--- config.mk ---
export PLATFORM = sky130hd
export DESIGN_NAME = spi_slave_seq_flat
export DESIGN_NICKNAME = d
export VERILOG_FILES = /design/src/rtl/spi_slave_seq_if.sv /design/src/rtl/spi_slave_seq.sv /design/src/flat_wrapper.sv
export SDC_FILE = /design/constraint.sdc
export NUM_CORES = 1
export LEC_CHECK = 0
export ABC_CLOCK_PERIOD_IN_PS = 3530
export CORE_MARGIN = 1
export CORE_UTILIZATION = 45
export CTS_BUF_LIST = sky130_fd_sc_hd__clkbuf_16
export DETAILED_ROUTE_END_ITERATION = 10
export PLACE_DENSITY = 0.68
export SKIP_CTS_REPAIR_TIMING = 1
export SLEW_MARGIN = 10
export SYNTH_ARGS = -nofsm -noshare
export SYNTH_HDL_FRONTEND = slang
export SYNTH_SLANG_ARGS = --single-unit
--- constraint.sdc ---
create_clock -name clk -period 3.53 [get_ports clk]
set_input_delay 0.706 -clock clk [delete_from_list [all_inputs] [get_ports clk]]
set_output_delay 0.706 -clock clk [all_outputs]
set_load 0.03 [all_outputs]
--- src/rtl/spi_slave_seq_if.sv ---
// spi_slave_seq_if: SPI pin and data-memory signal bundle for spi_slave_seq
//   slave modport  : the sequencer's view (SPI pins in, memory strobes out)
//   master modport : the view of whoever drives the SPI pins and serves memory reads
interface spi_slave_seq_if #(
  parameter int ADDR_W = 7,
  parameter int DATA_W = 8
);
  logic              sclk, cs, mosi, miso, miso_oe;
  logic              dm_we, rd_req, busy;
  logic [ADDR_W-1:0] addr;
  logic [DATA_W-1:0] wdata, rdata;
  modport slave (
    input  sclk, cs, mosi, rdata,
    output miso, miso_oe, addr, wdata, dm_we, rd_req, busy
  );
  modport master (
    output sclk, cs, mosi, rdata,
    input  miso, miso_oe, addr, wdata, dm_we, rd_req, busy
  );
endinterface

--- src/rtl/spi_slave_seq.sv ---
// spi_slave_seq: mode-0 SPI slave sequencer; decodes an address/RW header and drives data-memory strobes and MISO
//   clk      system clock, at least 8x the sclk frequency
//   reset_n  asynchronous active-low reset
//   bus      slave modport: sclk/cs/mosi/rdata in; miso/miso_oe/addr/wdata/dm_we/rd_req/busy out
module spi_slave_seq #(
  parameter int ADDR_W      = 7,
  parameter int DATA_W      = 8,
  parameter int BURST       = 0,
  parameter int SYNC_STAGES = 2
) (
  input  logic           clk,
  input  logic           reset_n,
  spi_slave_seq_if.slave bus
);
  localparam int CNT_W = $clog2((ADDR_W > DATA_W ? ADDR_W : DATA_W) + 1);
  typedef enum logic [2:0] {IDLE, ADDR, RD_REQ, RD_LOAD, RD_SHIFT, WR_SHIFT, WR_COMMIT, DONE} state_t;
  state_t                 state;
  logic [SYNC_STAGES-1:0] sclk_q, cs_q, mosi_q;
  logic                   sclk_d;
  logic [CNT_W-1:0]       bit_cnt;
  logic [ADDR_W-1:0]      hdr_sr;
  logic [DATA_W-2:0]      wr_sr;
  logic [DATA_W-1:0]      tx_sr;
  logic                   sclk_s, cs_s, mosi_s, rise, fall, last_hdr, last_word;
  logic [ADDR_W:0]        hdr_nx;
  logic [DATA_W-1:0]      wr_nx;
  assign sclk_s    = sclk_q[SYNC_STAGES-1];
  assign cs_s      = cs_q[SYNC_STAGES-1];
  assign mosi_s    = mosi_q[SYNC_STAGES-1];
  assign rise      = sclk_s & ~sclk_d;
  assign fall      = ~sclk_s & sclk_d;
  // shift registers keep only the history; the bit arriving on this rise completes the word
  assign hdr_nx    = {hdr_sr, mosi_s};
  assign wr_nx     = {wr_sr, mosi_s};
  assign last_hdr  = bit_cnt == CNT_W'(ADDR_W);
  assign last_word = bit_cnt == CNT_W'(DATA_W - 1);
  always_ff @(posedge clk or negedge reset_n)
    if (!reset_n) begin
      sclk_q      <= '0;
      cs_q        <= '1;
      mosi_q      <= '0;
      sclk_d      <= 1'b0;
      state       <= IDLE;
      bit_cnt     <= '0;
      hdr_sr      <= '0;
      wr_sr       <= '0;
      tx_sr       <= '0;
      bus.miso    <= 1'b0;
      bus.miso_oe <= 1'b0;
      bus.addr    <= '0;
      bus.wdata   <= '0;
      bus.dm_we   <= 1'b0;
      bus.rd_req  <= 1'b0;
      bus.busy    <= 1'b0;
    end else begin
      sclk_q     <= {sclk_q[SYNC_STAGES-2:0], bus.sclk};
      cs_q       <= {cs_q[SYNC_STAGES-2:0], bus.cs};
      mosi_q     <= {mosi_q[SYNC_STAGES-2:0], bus.mosi};
      sclk_d     <= sclk_s;
      bus.dm_we  <= 1'b0;
      bus.rd_req <= 1'b0;
      // a dm_we already high in WR_COMMIT still completes this cycle; anything partial is dropped
      if (cs_s && state != IDLE) begin
        state       <= IDLE;
        bit_cnt     <= '0;
        bus.miso_oe <= 1'b0;
        bus.busy    <= 1'b0;
      end else
        case (state)
          IDLE:
            if (!cs_s) begin
              state    <= ADDR;
              bit_cnt  <= '0;
              bus.busy <= 1'b1;
            end
          ADDR:
            if (rise) begin
              hdr_sr <= hdr_nx[ADDR_W-1:0];
              if (last_hdr) begin
                bus.addr   <= hdr_nx[ADDR_W:1];
                bit_cnt    <= '0;
                bus.rd_req <= hdr_nx[0];
                state      <= hdr_nx[0] ? RD_REQ : WR_SHIFT;
              end else
                bit_cnt <= bit_cnt + CNT_W'(1);
            end
          RD_REQ:
            state <= RD_LOAD;
          RD_LOAD: begin
            tx_sr       <= bus.rdata;
            bus.miso_oe <= 1'b1;
            state       <= RD_SHIFT;
          end
          RD_SHIFT: begin
            if (fall) begin
              bus.miso <= tx_sr[DATA_W-1];
              tx_sr    <= {tx_sr[DATA_W-2:0], 1'b0};
            end
            // in burst mode the next word is fetched before the following fall so no gap bit appears
            if (rise) begin
              if (last_word) begin
                bit_cnt <= '0;
                if (BURST != 0) begin
                  bus.addr   <= bus.addr + ADDR_W'(1);
                  bus.rd_req <= 1'b1;
                  state      <= RD_REQ;
                end else
                  state <= DONE;
              end else
                bit_cnt <= bit_cnt + CNT_W'(1);
            end
          end
          WR_SHIFT:
            if (rise) begin
              wr_sr <= wr_nx[DATA_W-2:0];
              if (last_word) begin
                bus.wdata <= wr_nx;
                bus.dm_we <= 1'b1;
                bit_cnt   <= '0;
                state     <= WR_COMMIT;
              end else
                bit_cnt <= bit_cnt + CNT_W'(1);
            end
          WR_COMMIT:
            if (BURST != 0) begin
              bus.addr <= bus.addr + ADDR_W'(1);
              state    <= WR_SHIFT;
            end else
              state <= DONE;
          DONE:
            state <= DONE;
          default:
            state <= IDLE;
        endcase
    end
endmodule

--- src/flat_wrapper.sv ---
// flat-port wrapper written by rule: the top's interface ports become plain ports
module spi_slave_seq_flat 
#(
  parameter int ADDR_W      = 7,
  parameter int DATA_W      = 8,
  parameter int BURST       = 0,
  parameter int SYNC_STAGES = 2
)
  (clk, reset_n, bus_sclk, bus_cs, bus_mosi, bus_rdata, bus_miso, bus_miso_oe, bus_addr, bus_wdata, bus_dm_we, bus_rd_req, bus_busy);
  spi_slave_seq_if #(.ADDR_W(ADDR_W), .DATA_W(DATA_W)) bus_i ();
  input  logic clk;
  input  logic reset_n;
  input wire logic [$bits(bus_i.sclk)-1:0] bus_sclk;
  input wire logic [$bits(bus_i.cs)-1:0] bus_cs;
  input wire logic [$bits(bus_i.mosi)-1:0] bus_mosi;
  input wire logic [$bits(bus_i.rdata)-1:0] bus_rdata;
  output wire logic [$bits(bus_i.miso)-1:0] bus_miso;
  output wire logic [$bits(bus_i.miso_oe)-1:0] bus_miso_oe;
  output wire logic [$bits(bus_i.addr)-1:0] bus_addr;
  output wire logic [$bits(bus_i.wdata)-1:0] bus_wdata;
  output wire logic [$bits(bus_i.dm_we)-1:0] bus_dm_we;
  output wire logic [$bits(bus_i.rd_req)-1:0] bus_rd_req;
  output wire logic [$bits(bus_i.busy)-1:0] bus_busy;
  assign bus_i.sclk = bus_sclk;
  assign bus_i.cs = bus_cs;
  assign bus_i.mosi = bus_mosi;
  assign bus_i.rdata = bus_rdata;
  assign bus_miso = bus_i.miso;
  assign bus_miso_oe = bus_i.miso_oe;
  assign bus_addr = bus_i.addr;
  assign bus_wdata = bus_i.wdata;
  assign bus_dm_we = bus_i.dm_we;
  assign bus_rd_req = bus_i.rd_req;
  assign bus_busy = bus_i.busy;
  spi_slave_seq #(.ADDR_W(ADDR_W), .DATA_W(DATA_W), .BURST(BURST), .SYNC_STAGES(SYNC_STAGES)) u_core (.clk(clk), .reset_n(reset_n), .bus(bus_i));
endmodule
==> flow_metrics.env <==
export IMPL_ys_ff_latch=56
export IMPL_grt_overflow=0
export IMPL_arrival_ns=3.09
export IMPL_die_area_um2=5590
export IMPL_finalClockSkew_ns=0.0107
export IMPL_io_buffers=32
export IMPL_path_class="flop to flop"
export IMPL_grt_max_degree=31
export IMPL_cp_required_ns=3.71
export IMPL_cp_max_fo=12
export IMPL_grt_first_pass_wirelength_um=6300
export IMPL_start_util_pct=46.6
export IMPL_power_total_mw=1.84
export IMPL_antenna_found_initial=0
export IMPL_nets=233
export IMPL_clk_pin_slew_ns=0.07
export IMPL_synth_edf_count=0
export IMPL_wl_per_cell_um=12.9
export IMPL_synth_top_area_share_pct=56.7
export IMPL_finalCritPeriodShare_pct=82.6
export IMPL_synth_area_leaders="dfrtp_1 57%, mux2_2 10%, mux2_4 4.4%, mux2i_1 3.4%, o21ai_0 3.4%"
export IMPL_synth_nets=199
export IMPL_synth_area_um2=2380
export IMPL_postSynthCellCount=182
export IMPL_dr_total_vias=1460
export IMPL_yosysTopAreaCell="dfrtp_1"
export IMPL_core_area_um2=5110
export IMPL_io_pins=33
export IMPL_setup_ws_ns=0.615
export IMPL_yosys_warnings=0
export IMPL_drtIter0Drc=44
export IMPL_vdd_drop_max_v=0.000283
export IMPL_drtAntennaViolNets=0
export IMPL_viasPerCell=5.09
export IMPL_slew_viol_final=0
export IMPL_gp_congestion=0.808
export IMPL_cap_violations=0
export IMPL_hold_viol_final=0
export IMPL_die_x_um=74.8
export IMPL_start_kind="flop"
export IMPL_status="finished clean"
export IMPL_grt_use_total_pct=15.2
export IMPL_yosysSeqAreaShare_pct=58.9
export IMPL_cts_max_level=2
export IMPL_period_needed_ns=2.91
export IMPL_p_leak_nw=1.36
export IMPL_async_flop_share_pct=100
export IMPL_numCtsBuffers=5
export IMPL_cts_buffer_depth=2
export IMPL_wirelength_um=3710
export IMPL_area_growth_pct=21.5
export IMPL_post_route_util_pct=56.7
export IMPL_cts_num_sinks=56
export IMPL_fmax_mhz=343
export IMPL_drcViolationCount=0
export IMPL_synth_distinct_cells=37
export IMPL_rsz0062_at_grt="false"
export IMPL_worstMarginPinSlew_ns=0.964
export IMPL_insertion_delay_ns=0.29
export IMPL_core_rowCount=26
export IMPL_die_y_um=74.8
export IMPL_drive_gt1_share_pct=21.2
export IMPL_place_ws_ns=0.621
export IMPL_power_density_nw_per_um2=636
export IMPL_antenna_cells=0
export IMPL_synthFlopType="dfrtp_1"
export IMPL_tns_ns=0
export IMPL_grt_pass1_vias=1367
export IMPL_first_pass_iters=4
export IMPL_finalSetupViolations=0
export IMPL_whs_ns=0.349
export IMPL_cts_root_buffer="clkbuf_16"
export IMPL_end_kind="flop"
export IMPL_hpwlAfterDp_um=2620
export IMPL_min_path_type="flop to flop"
export IMPL_cts_tree="done"
export IMPL_synth_area_per_cell_um2=13.1
export IMPL_relSlewSlack_pct=35.7
==> kinds of logic (layout without fill, tap and decap cells) <==
group,count (synthesis),count (layout),share of synthesized area (%)
flip-flops,56,56,58.9
AND/OR/NAND/NOR,43,43,10.5
multiplexers,37,37,18.2
AO/OA/AOI/OAI,27,27,6.88
buffers and inverters,15,50,3.47
adder cells (fa/ha/maj),4,4,2.10
==> routing by layer <==
layer / routed length (µm) / vias up / part of all wire [%] / GRT usage [%]
met5: 0 / - / 0 / 0
met2: 1680 / 26 / 45 / 22.7
met1: 1820 / 716 / 49 / 20.4
met4: 82 / 0 / 2.2 / 8.81
li1: - / 710 / - / -
met3: 122 / 8 / 3.3 / 3.21
==> final timing paths <==
check                                  from                  to  slack [ns]  depth (start not counted)
max in group asynchronous           reset_n      u_core.cs_q[0]        2.37                          2
hold reg to reg            u_core.mosi_q[0]    u_core.mosi_q[1]        0.35                          0
min in group asynchronous           reset_n  u_core.bus.addr[5]        0.43                          1
hold / removal             u_core.mosi_q[0]    u_core.mosi_q[1]        0.35                          0
setup / recovery            u_core.state[0]  u_core.bus.addr[4]        0.62                          5
setup reg to reg            u_core.state[0]  u_core.bus.addr[4]        0.62                          5
==> placed cells by master, fill, tap and decap left out, types with 3 or more instances in the layout <==
cell type / count
o21ai_0: 16
inv_1: 8
clkdlybuf4s50_1: 31
ha_1: 4
mux2_4: 7
nor2_1: 4
nor3b_1: 3
nor3_1: 4
mux2_2: 22
nand2_1: 14
buf_4: 3
nand2b_1: 4
clkbuf_16: 5
mux2i_1: 8
dfrtp_1: 54
==> sequential cells by signal, summed over array words and instances (netlist names), 2 cells and up <==
signal / flops
u_core.bus.wdata: 8
u_core.tx_sr: 8
u_core.bus.addr: 7
u_core.hdr_sr: 7
u_core.wr_sr: 7
u_core.bit_cnt: 4
u_core.state: 3
u_core.cs_q: 2
u_core.mosi_q: 2
u_core.sclk_q: 2
==> power breakdown <==
group          internal (mW)  switching, mW
Combinational          0.227          0.246
Clock                  0.262          0.215
Sequential             0.779          0.111
==> area by class of cell <==
| type | count | area [µm²] |
|---|---|---|
| sequential | 56 | 1400 |
| tap | 70 | 87.6 |
| clock inverter | 3 | 17.5 |
| timing repair buffer | 35 | 338 |
| fill | 443 | 2210 |
| multi-input combinational | 111 | 896 |
| inverter | 7 | 26.3 |
| clock buffer | 5 | 125 |
==> cells in the mapped netlist, types with 2 or more instances <==
master	instances
nand3_1	2
buf_6	2
inv_1	7
dfrtp_1	54
o21ai_0	16
dfstp_2	2
mux2_4	7
nor2_1	4
nand2_1	14
or3_1	2
o41ai_1	2
a21oi_1	2
nor3_1	4
ha_1	4
mux2i_1	8
nor4bb_1	2
clkbuf_1	4
nor3b_1	3
nand2b_1	4
mux2_2	22
==> through the flow <==
stage,instance area [µm²],instances
global route,2890,287
global placement,2750,279
floorplan,2380,182
CTS,2890,287
finish,2890,287
detailed placement,2750,279
==> critical path, cell delays in order, from the launching register on <==
cell and delay (ns):
dfrtp_1 0.50, or3_1 0.44, ha_1 0.33, or4_4 0.63, or3_1 0.54, mux2_4 0.37
(Power assumes the default switching activity.)
